File: config.mk
export PLATFORM = sky130hd
export DESIGN_NAME = dual_input_debouncer
export DESIGN_NICKNAME = d
export VERILOG_FILES = /design/src/rtl/dual_input_debouncer_pkg.sv /design/src/rtl/dual_input_debouncer_channel.sv /design/src/rtl/dual_input_debouncer.sv
export SDC_FILE = /design/constraint.sdc
export NUM_CORES = 1
export LEC_CHECK = 0
export CAP_MARGIN = 10
export CORE_ASPECT_RATIO = 0.75
export CORE_MARGIN = 4
export CORE_UTILIZATION = 55
export DETAILED_ROUTE_END_ITERATION = 8
export GPL_ROUTABILITY_DRIVEN = 1
export GPL_TIMING_DRIVEN = 0
export PLACE_DENSITY = 0.74
export SETUP_SLACK_MARGIN = 0.02
export SYNTH_ARGS = -nofsm -noshare
export SYNTH_HDL_FRONTEND = slang
export SYNTH_SLANG_ARGS = --single-unit
File: constraint.sdc
create_clock -name clk -period 2.04 [get_ports clk]
set_input_delay 0.612 -clock clk [delete_from_list [all_inputs] [get_ports clk]]
set_output_delay 0.612 -clock clk [all_outputs]
set_load 0.02 [all_outputs]
File: src/rtl/dual_input_debouncer_pkg.sv
// dual_input_debouncer_pkg: default sizing and per-channel state encoding for the debouncer
package dual_input_debouncer_pkg;
    localparam int DEF_CNT_W = 16;
    localparam int DEF_DEBOUNCE_CYCLES = 1000;
    localparam logic STABLE = 1'b0;
    localparam logic COUNTING = 1'b1;
endpackage

File: src/rtl/dual_input_debouncer_channel.sv
// debounce_channel: two-flop synchroniser and counter debouncer with registered edge pulses
module debounce_channel
    import dual_input_debouncer_pkg::*;
#(
    parameter int CNT_W = DEF_CNT_W,
    parameter int DEBOUNCE_CYCLES = DEF_DEBOUNCE_CYCLES
) (
    input  logic clk,
    input  logic rst_n,
    input  logic raw,
    output logic out,
    output logic rise,
    output logic fall
);
    localparam logic [CNT_W-1:0] LAST = CNT_W'(DEBOUNCE_CYCLES - 1);
    logic s1, s2, state, done;
    logic [CNT_W-1:0] cnt;
    assign state = (cnt == '0) ? STABLE : COUNTING;
    // the D-th consecutive mismatching sample commits the new level
    assign done = (s2 != out) && (cnt == LAST);
    always_ff @(posedge clk or negedge rst_n) begin
        if (!rst_n) begin
            s1 <= 1'b0;
            s2 <= 1'b0;
            cnt <= '0;
            out <= 1'b0;
            rise <= 1'b0;
            fall <= 1'b0;
        end else begin
            s1 <= raw;
            s2 <= s1;
            cnt <= (s2 == out || done) ? '0 : (state == COUNTING) ? cnt + 1'b1 : CNT_W'(1);
            out <= done ? s2 : out;
            rise <= done & s2;
            fall <= done & ~s2;
        end
    end
endmodule

File: src/rtl/dual_input_debouncer.sv
// dual_input_debouncer: two independent synchronise-and-debounce channels feeding the gate stage
module dual_input_debouncer
    import dual_input_debouncer_pkg::*;
#(
    parameter int CNT_W = DEF_CNT_W,
    parameter int DEBOUNCE_CYCLES = DEF_DEBOUNCE_CYCLES
) (
    input  logic clk,
    input  logic rst_n,
    input  logic a_raw,
    input  logic b_raw,
    output logic a,
    output logic b,
    output logic a_rise,
    output logic a_fall,
    output logic b_rise,
    output logic b_fall
);
    if (DEBOUNCE_CYCLES < 1 || DEBOUNCE_CYCLES > (1 << CNT_W) - 1) begin : g_bad_param
        $error("DEBOUNCE_CYCLES must lie in 1..2^CNT_W-1");
    end
    debounce_channel #(.CNT_W(CNT_W), .DEBOUNCE_CYCLES(DEBOUNCE_CYCLES)) u_a (
        .clk(clk), .rst_n(rst_n), .raw(a_raw), .out(a), .rise(a_rise), .fall(a_fall)
    );
    debounce_channel #(.CNT_W(CNT_W), .DEBOUNCE_CYCLES(DEBOUNCE_CYCLES)) u_b (
        .clk(clk), .rst_n(rst_n), .raw(b_raw), .out(b), .rise(b_rise), .fall(b_fall)
    );
endmodule

==> results of run 1 <==
==> per-stage QoR <==
| step | util, % | instances | setup WS [ns] | area, um^2 |
|---|---|---|---|---|
| after floorplan | - | 196 | 0.508 | 2000 |
| after global placement | 63.4 | 255 | -0.633 | 2160 |
| after detailed placement | 63.2 | 255 | 0.0512 | 2150 |
| after CTS | 66.6 | 263 | 0.0479 | 2260 |
| after global routing | 67.1 | 264 | 0.0219 | 2280 |
| final | 67.1 | 264 | 0.0786 | 2280 |
==> registers in the layout, indices dropped and copies added (netlist names) <==
name and cells:
u_a.fall 1, u_b.out 1, u_a.out 1, u_b.fall 1
u_a.s1 1, u_b.s1 1, u_b.rise 1, u_a.rise 1
u_a.s2 1, u_a.cnt 16, u_b.cnt 16, u_b.s2 1
==> synth_stat cells, types with 2 or more instances <==
| cell type | instances |
|---|---|
| nand4_1 | 12 |
| and3_1 | 4 |
| nand2_1 | 12 |
| nand3_1 | 10 |
| clkbuf_1 | 3 |
| mux2_2 | 2 |
| nor2_1 | 33 |
| xor2_1 | 7 |
| inv_1 | 6 |
| dfrtp_1 | 42 |
| nor3b_1 | 4 |
| a21oi_1 | 2 |
| nor4_1 | 13 |
| xnor2_1 | 22 |
| nor4b_1 | 2 |
| ha_1 | 4 |
| nor3_1 | 8 |
==> metal layers <==
layer	share of wire [%]	routed length (um)	track usage [%]	vias up
met5	0	0	0	-
met4	1.4	59	9.39	0
met3	6.9	288	5.12	5
met2	44	1850	30.2	57
met1	47	1970	28.4	737
li1	-	-	-	715
==> cell type report <==
type | instances | area share [%]
tap | 50 | 2.74
multi-input combinational | 142 | 39.5
clock buffer | 5 | 3.02
clock inverter | 3 | 1.97
buffer | 6 | 1.54
sequential | 42 | 46.1
timing repair buffer | 10 | 4.17
inverter | 6 | 0.987
==> cell families (layout without fill, tap and decap cells) <==
family | after synthesis | after routing | synth area share [%]
simple gates | 103 | 103 | 27.0
compound gates | 4 | 4 | 1.31
xor+xnor | 29 | 29 | 12.7
flops | 42 | 42 | 52.5
mux | 2 | 2 | 1.12
buf+inv | 12 | 30 | 2.87
fa+ha+maj | 4 | 4 | 2.50
==> path summary, 6_finish.rpt <==
check | start | endpoint | slack (ns) | cells past startpoint
worst max-delay path | u_a.out | a | 0.08 | 1
worst min-delay path | u_a.s1 | u_a.s2 | 0.36 | 0
worst max register to register | u_b.cnt[3] | u_b.out | 0.20 | 5
worst min register to register | u_a.s1 | u_a.s2 | 0.36 | 0
max in group asynchronous | rst_n | u_b.cnt[9] | 1.05 | 1
min in group asynchronous | rst_n | u_a.cnt[2] | 0.43 | 1
==> power groups by stage <==
stage | clock network [mW] | registers [mW] | logic [mW]
finish | 0.670 | 0.856 | 0.0816
global route | 0.724 | 0.858 | 0.0937
CTS | 0.681 | 0.856 | 0.0835
detailed placement | 0 | 0.872 | 0.0802
global placement | 0 | 0.872 | 0.0781
floorplan | 0 | 0.869 | 0.0471
==> placed cells by master, fill, tap and decap left out, types with 2 or more instances in the layout <==
master / instances
xor2_1: 7
nor4_1: 12
clkbuf_8: 5
nor3_1: 8
clkbuf_1: 3
dfrtp_1: 42
a21oi_1: 2
and3_1: 4
nand3_1: 10
nand4_1: 12
inv_1: 6
ha_1: 4
nor2_1: 33
mux2_2: 2
xnor2_1: 22
buf_4: 2
nor3b_1: 4
clkinvlp_4: 2
nor4b_1: 2
buf_2: 2
clkdlybuf4s50_1: 7
nand2_1: 12
==> repair_timing <==
action	in CTS	in global routing
buffers inserted	0	1
setup endpoints to repair	0	21
hold buffers	0	0
gates resized for setup	0	2
==> results.yml, run 1 <==
worst_setup_path:
  path_class: "reg -> out"
  critPathCaptureType: "output port"
  critPathTopFamily: "buffers and inverters"
  arrival_ns: 1.35
  path_cells: "clkdlybuf4s50_1"
  cp.required_ns: 1.43
  slowest_stage: "clkdlybuf4s50_1"
  slowest_delay_ns: 0.63
  cp-start-kind: "flop"
  cp_max_fo: 5
  crit_buf_inv: 1
sta:
  maxSlewViolCount: 0
  rsz0062_at_grt: "no"
  final_hold_viol_count: 0
  tightest_slew_ns: 0.896
  period_needed_ns: 1.96
  final_min_period_over_clock_period_pct: 96.1
  fin_skew_ns: 0.00798
  relSlewSlack_pct: 40.3
  clock.fmax_ghz: 0.510
  setup_viol: 0
  whs_ns: 0.365
  finalSetupTns_ns: 0
layout:
  antenna_cells: 0
  final_nets: 221
  n_fill_cell: 290
  syn_to_final_growth_pct: 13.9
  drive_gt1_share_pct: 9.81
  seq_area_mm2: 0.00105
  multiInputGateArea_um2: 901
die:
  num_io_pins: 10
  die_w_um: 77.7
  die_y_um: 60.3
  core.rowCount: 18
  dieArea_mm2: 0.00468
  core-area_mm2: 0.00340
  initial_core_util_pct: 58.9
route:
  drtIter0Drc: 94
  dr.pass1.iters: 4
  vias_per_cell: 5.73
  routed_wirelength_mm: 4.17
  final_antenna_net_count: 0
  wl_per_cell_um: 15.8
  vias: 1514
  drc: 0
power_and_ir_drop:
  pwr-share-seq_pct: 53.3
  power_mw: 1.61
  p_leak_nw: 0.930
  vdd_drop_max_mv: 0.592
  internal_power_mw: 1.23
  p_per_area_mw_per_mm2: 705
  switching_power_uw: 372
  swShare_pct: 23.2
  pwr-share-comb_pct: 5.1
  clockPowerShare_pct: 41.7
clocking:
  clockBufferDepth: 2
  clk_pin_slew_ns: 0.08
  numCtsBuffers: 5
  cts_sinks: 42
  htreeDepth: 2
  clock_latency_ns: 0.30
  cts_root_buf: "clkbuf_8"
  cts_tree: "yes"
yosys:
  yosysWarningCount: 0
  synthCells: 196
  ys_seq_area_share_pct: 52.5
  synth_area_mm2: 0.00200
  synthArstFlopShare_pct: 100
  synth_edf_count: 0
  ys_ff_latch: 42
  synth_area_per_cell_um2: 10.2
  yosysTopAreaCell: "dfrtp_1"
  yosysTopAreaCellShare_pct: 52.5
  synth_area_leaders: "dfrtp_1 52%, xnor2_1 9.6%, nor2_1 6.2%"
  synthFlopType: "dfrtp_1"
  ys_types: 27
  syn_nets: 204
global_routing:
  grt_pass1_vias: 1486
  grt_max_degree: 43
  grt_pass1_wl_mm: 7.26
  grt_antenna_before_repair: 0
  gr-total-overflow: 0
  grt_usage_pct: 20.4
run:
  drv_cap: 0
placement:
  gp_congestion: 0.919
  dp_hpwl_mm: 2.81
  portBuffers: 9
hold_path:
  hp-class: "reg -> reg"
status:
  status: "finished, final reports clean"
No activity file was read; power rests on OpenSTA's default activity.
==> run 2, diff against run 1 <==
CTS_BUF_LIST = sky130_fd_sc_hd__clkbuf_8   (was default)
PLACE_DENSITY = 0.76   (was 0.74)
==> results.yml, run 2 (synthesis results as in run 1) <==
die:
  core.rowCount: 18
  core-area_mm2: 0.00340
  dieArea_mm2: 0.00468
  num_io_pins: 10
  initial_core_util_pct: 58.9
  die_w_um: 77.7
  die_y_um: 60.3
clocking:
  htreeDepth: 2
  cts_sinks: 42
  cts_setup_buffers: 0
  clock_latency_ns: 0.29
  numCtsBuffers: 5
  cts_tree: "yes"
  cts_root_buf: "clkbuf_8"
  clk_pin_slew_ns: 0.08
  clockBufferDepth: 2
layout:
  final_cell_mix: "42 x dfrtp_1, 33 x nor2_1, 22 x xnor2_1"
  final_nets: 220
  n_fill_cell: 264
  multiInputGateArea_um2: 906
  antenna_cells: 0
  fin_util_pct: 66.8
  layout_commonest_cell: "dfrtp_1"
  largestRegisters: "u_a.cnt x16, u_b.cnt x16"
  syn_to_final_growth_pct: 13.4
  final_area_mm2: 0.00227
  drive_gt1_share_pct: 9.86
  finalNonFillerCells: 263
  seq_area_mm2: 0.00105
power_and_ir_drop:
  vdd_drop_max_mv: 0.476
  pwr-share-seq_pct: 54.4
  switching_power_uw: 343
  p_leak_nw: 0.916
  p_per_area_mw_per_mm2: 693
  clockPowerShare_pct: 40.5
  swShare_pct: 21.8
  internal_power_mw: 1.23
  pwr-share-comb_pct: 5.1
route:
  final_antenna_net_count: 0
  wl_per_cell_um: 14.7
  route.met3.wl_um: 318
  wl_met1_mm: 1.81
  drc: 0
  dr.pass1.iters: 4
  drtIter0Drc: 187
  vias: 1510
  routed_wirelength_mm: 3.87
  routed.top_layer: "met4"
  vias_per_cell: 5.74
  met2_length_mm: 1.69
placement:
  gp_congestion: 0.911
  numPlacedInstances: 255
  dp_hpwl_mm: 2.65
  portBuffers: 9
  place_area_mm2: 0.00215
worst_setup_path:
  cp.required_ns: 1.43
  cp-start-kind: "flop"
  arrival_ns: 1.34
  path_cells: "clkdlybuf4s50_1"
  path_depth: 1
  rr_worst_depth: 5
  cp-startpoint: "u_b.out"
  critPathTopFamily: "buffers and inverters"
  slowest_delay_ns: 0.63
  crit_buf_inv: 1
  path_class: "reg -> out"
  cp_max_fo: 5
  critPathCaptureType: "output port"
  r2r_start: "u_b.cnt[11]"
  slowest_stage: "clkdlybuf4s50_1"
sta:
  maxSlewViolCount: 0
  fin_skew_ns: 0.00455
  relSlewSlack_pct: 39.8
  whs_ns: 0.364
  final_hold_viol_count: 0
  finalSetupTns_ns: 0
  period_needed_ns: 1.95
  clock.fmax_ghz: 0.512
  final_min_period_over_clock_period_pct: 95.7
  tightest_slew_ns: 0.903
  rsz0062_at_grt: "no"
  setup_viol: 0
global_routing:
  grt_max_degree: 43
  grt_pass1_wl_mm: 6.82
  grt_antenna_before_repair: 0
  gr-total-overflow: 0
  grt_usage_pct: 19.1
  grt_pass1_vias: 1489
hold_path:
  hp-class: "reg -> reg"
  hold_start: "u_a.s1"
  whs_path_depth: 0
run:
  drv_cap: 0
status:
  status: "finished, final reports clean"
-- run 2: cell types whose count changed in the layout (fill, tap and decap cells not counted), sizes merged --
cell           previous run  this run
clkinv                    0         2
buf                       5         4
clkinvlp                  2         0
dlymetal6s2s              1         0
clkdlybuf4s50             7         8
-- run 2: worst paths after layout --
path,end,slack [ns]
max reg2reg,u_b.cnt[6],0.15
max,b,0.09
min reg2reg,u_a.s2,0.36
min,u_a.s2,0.36
min in group asynchronous,u_b.cnt[11],0.45
max in group asynchronous,u_a.cnt[0],1.03
-- run 2: timing repair --
action	CTS	global route
hold buffers	0	0
setup endpoints to repair	0	11
resized for setup	0	2
-- run 2: power groups by stage --
stage	Sequential, mW	Combinational, mW	Clock (mW)
after floorplan	0.869	0.0471	0
after global placement	0.871	0.0781	0
after detailed placement	0.872	0.0791	0
after CTS	0.856	0.0806	0.649
after global routing	0.858	0.0905	0.688
final	0.855	0.0807	0.637
-- run 2: cell type report --
cell class	instances	share of cell area, %
plain buffers	6	1.54
multi-input cells	142	39.9
well taps	50	2.75
clock inverters	3	1.76
flip-flops and latches	42	46.3
clock buffers	5	3.03
inverters	6	0.992
repair buffers	9	3.75
-- run 2: per-layer routing --
layer / vias up / GRT usage (%)
met5: - / 0
met4: 0 / 7.87
met3: 9 / 5.42
met2: 68 / 29.5
met1: 721 / 25.6
li1: 712 / -
-- run 2: stage by stage --
stage               power, mW  setup WS (ns)
detailed placement      0.951          0.130
finish                   1.57         0.0875
global placement        0.950         -0.617
global route             1.64         0.0253
floorplan               0.916          0.508
CTS                      1.58         0.0705
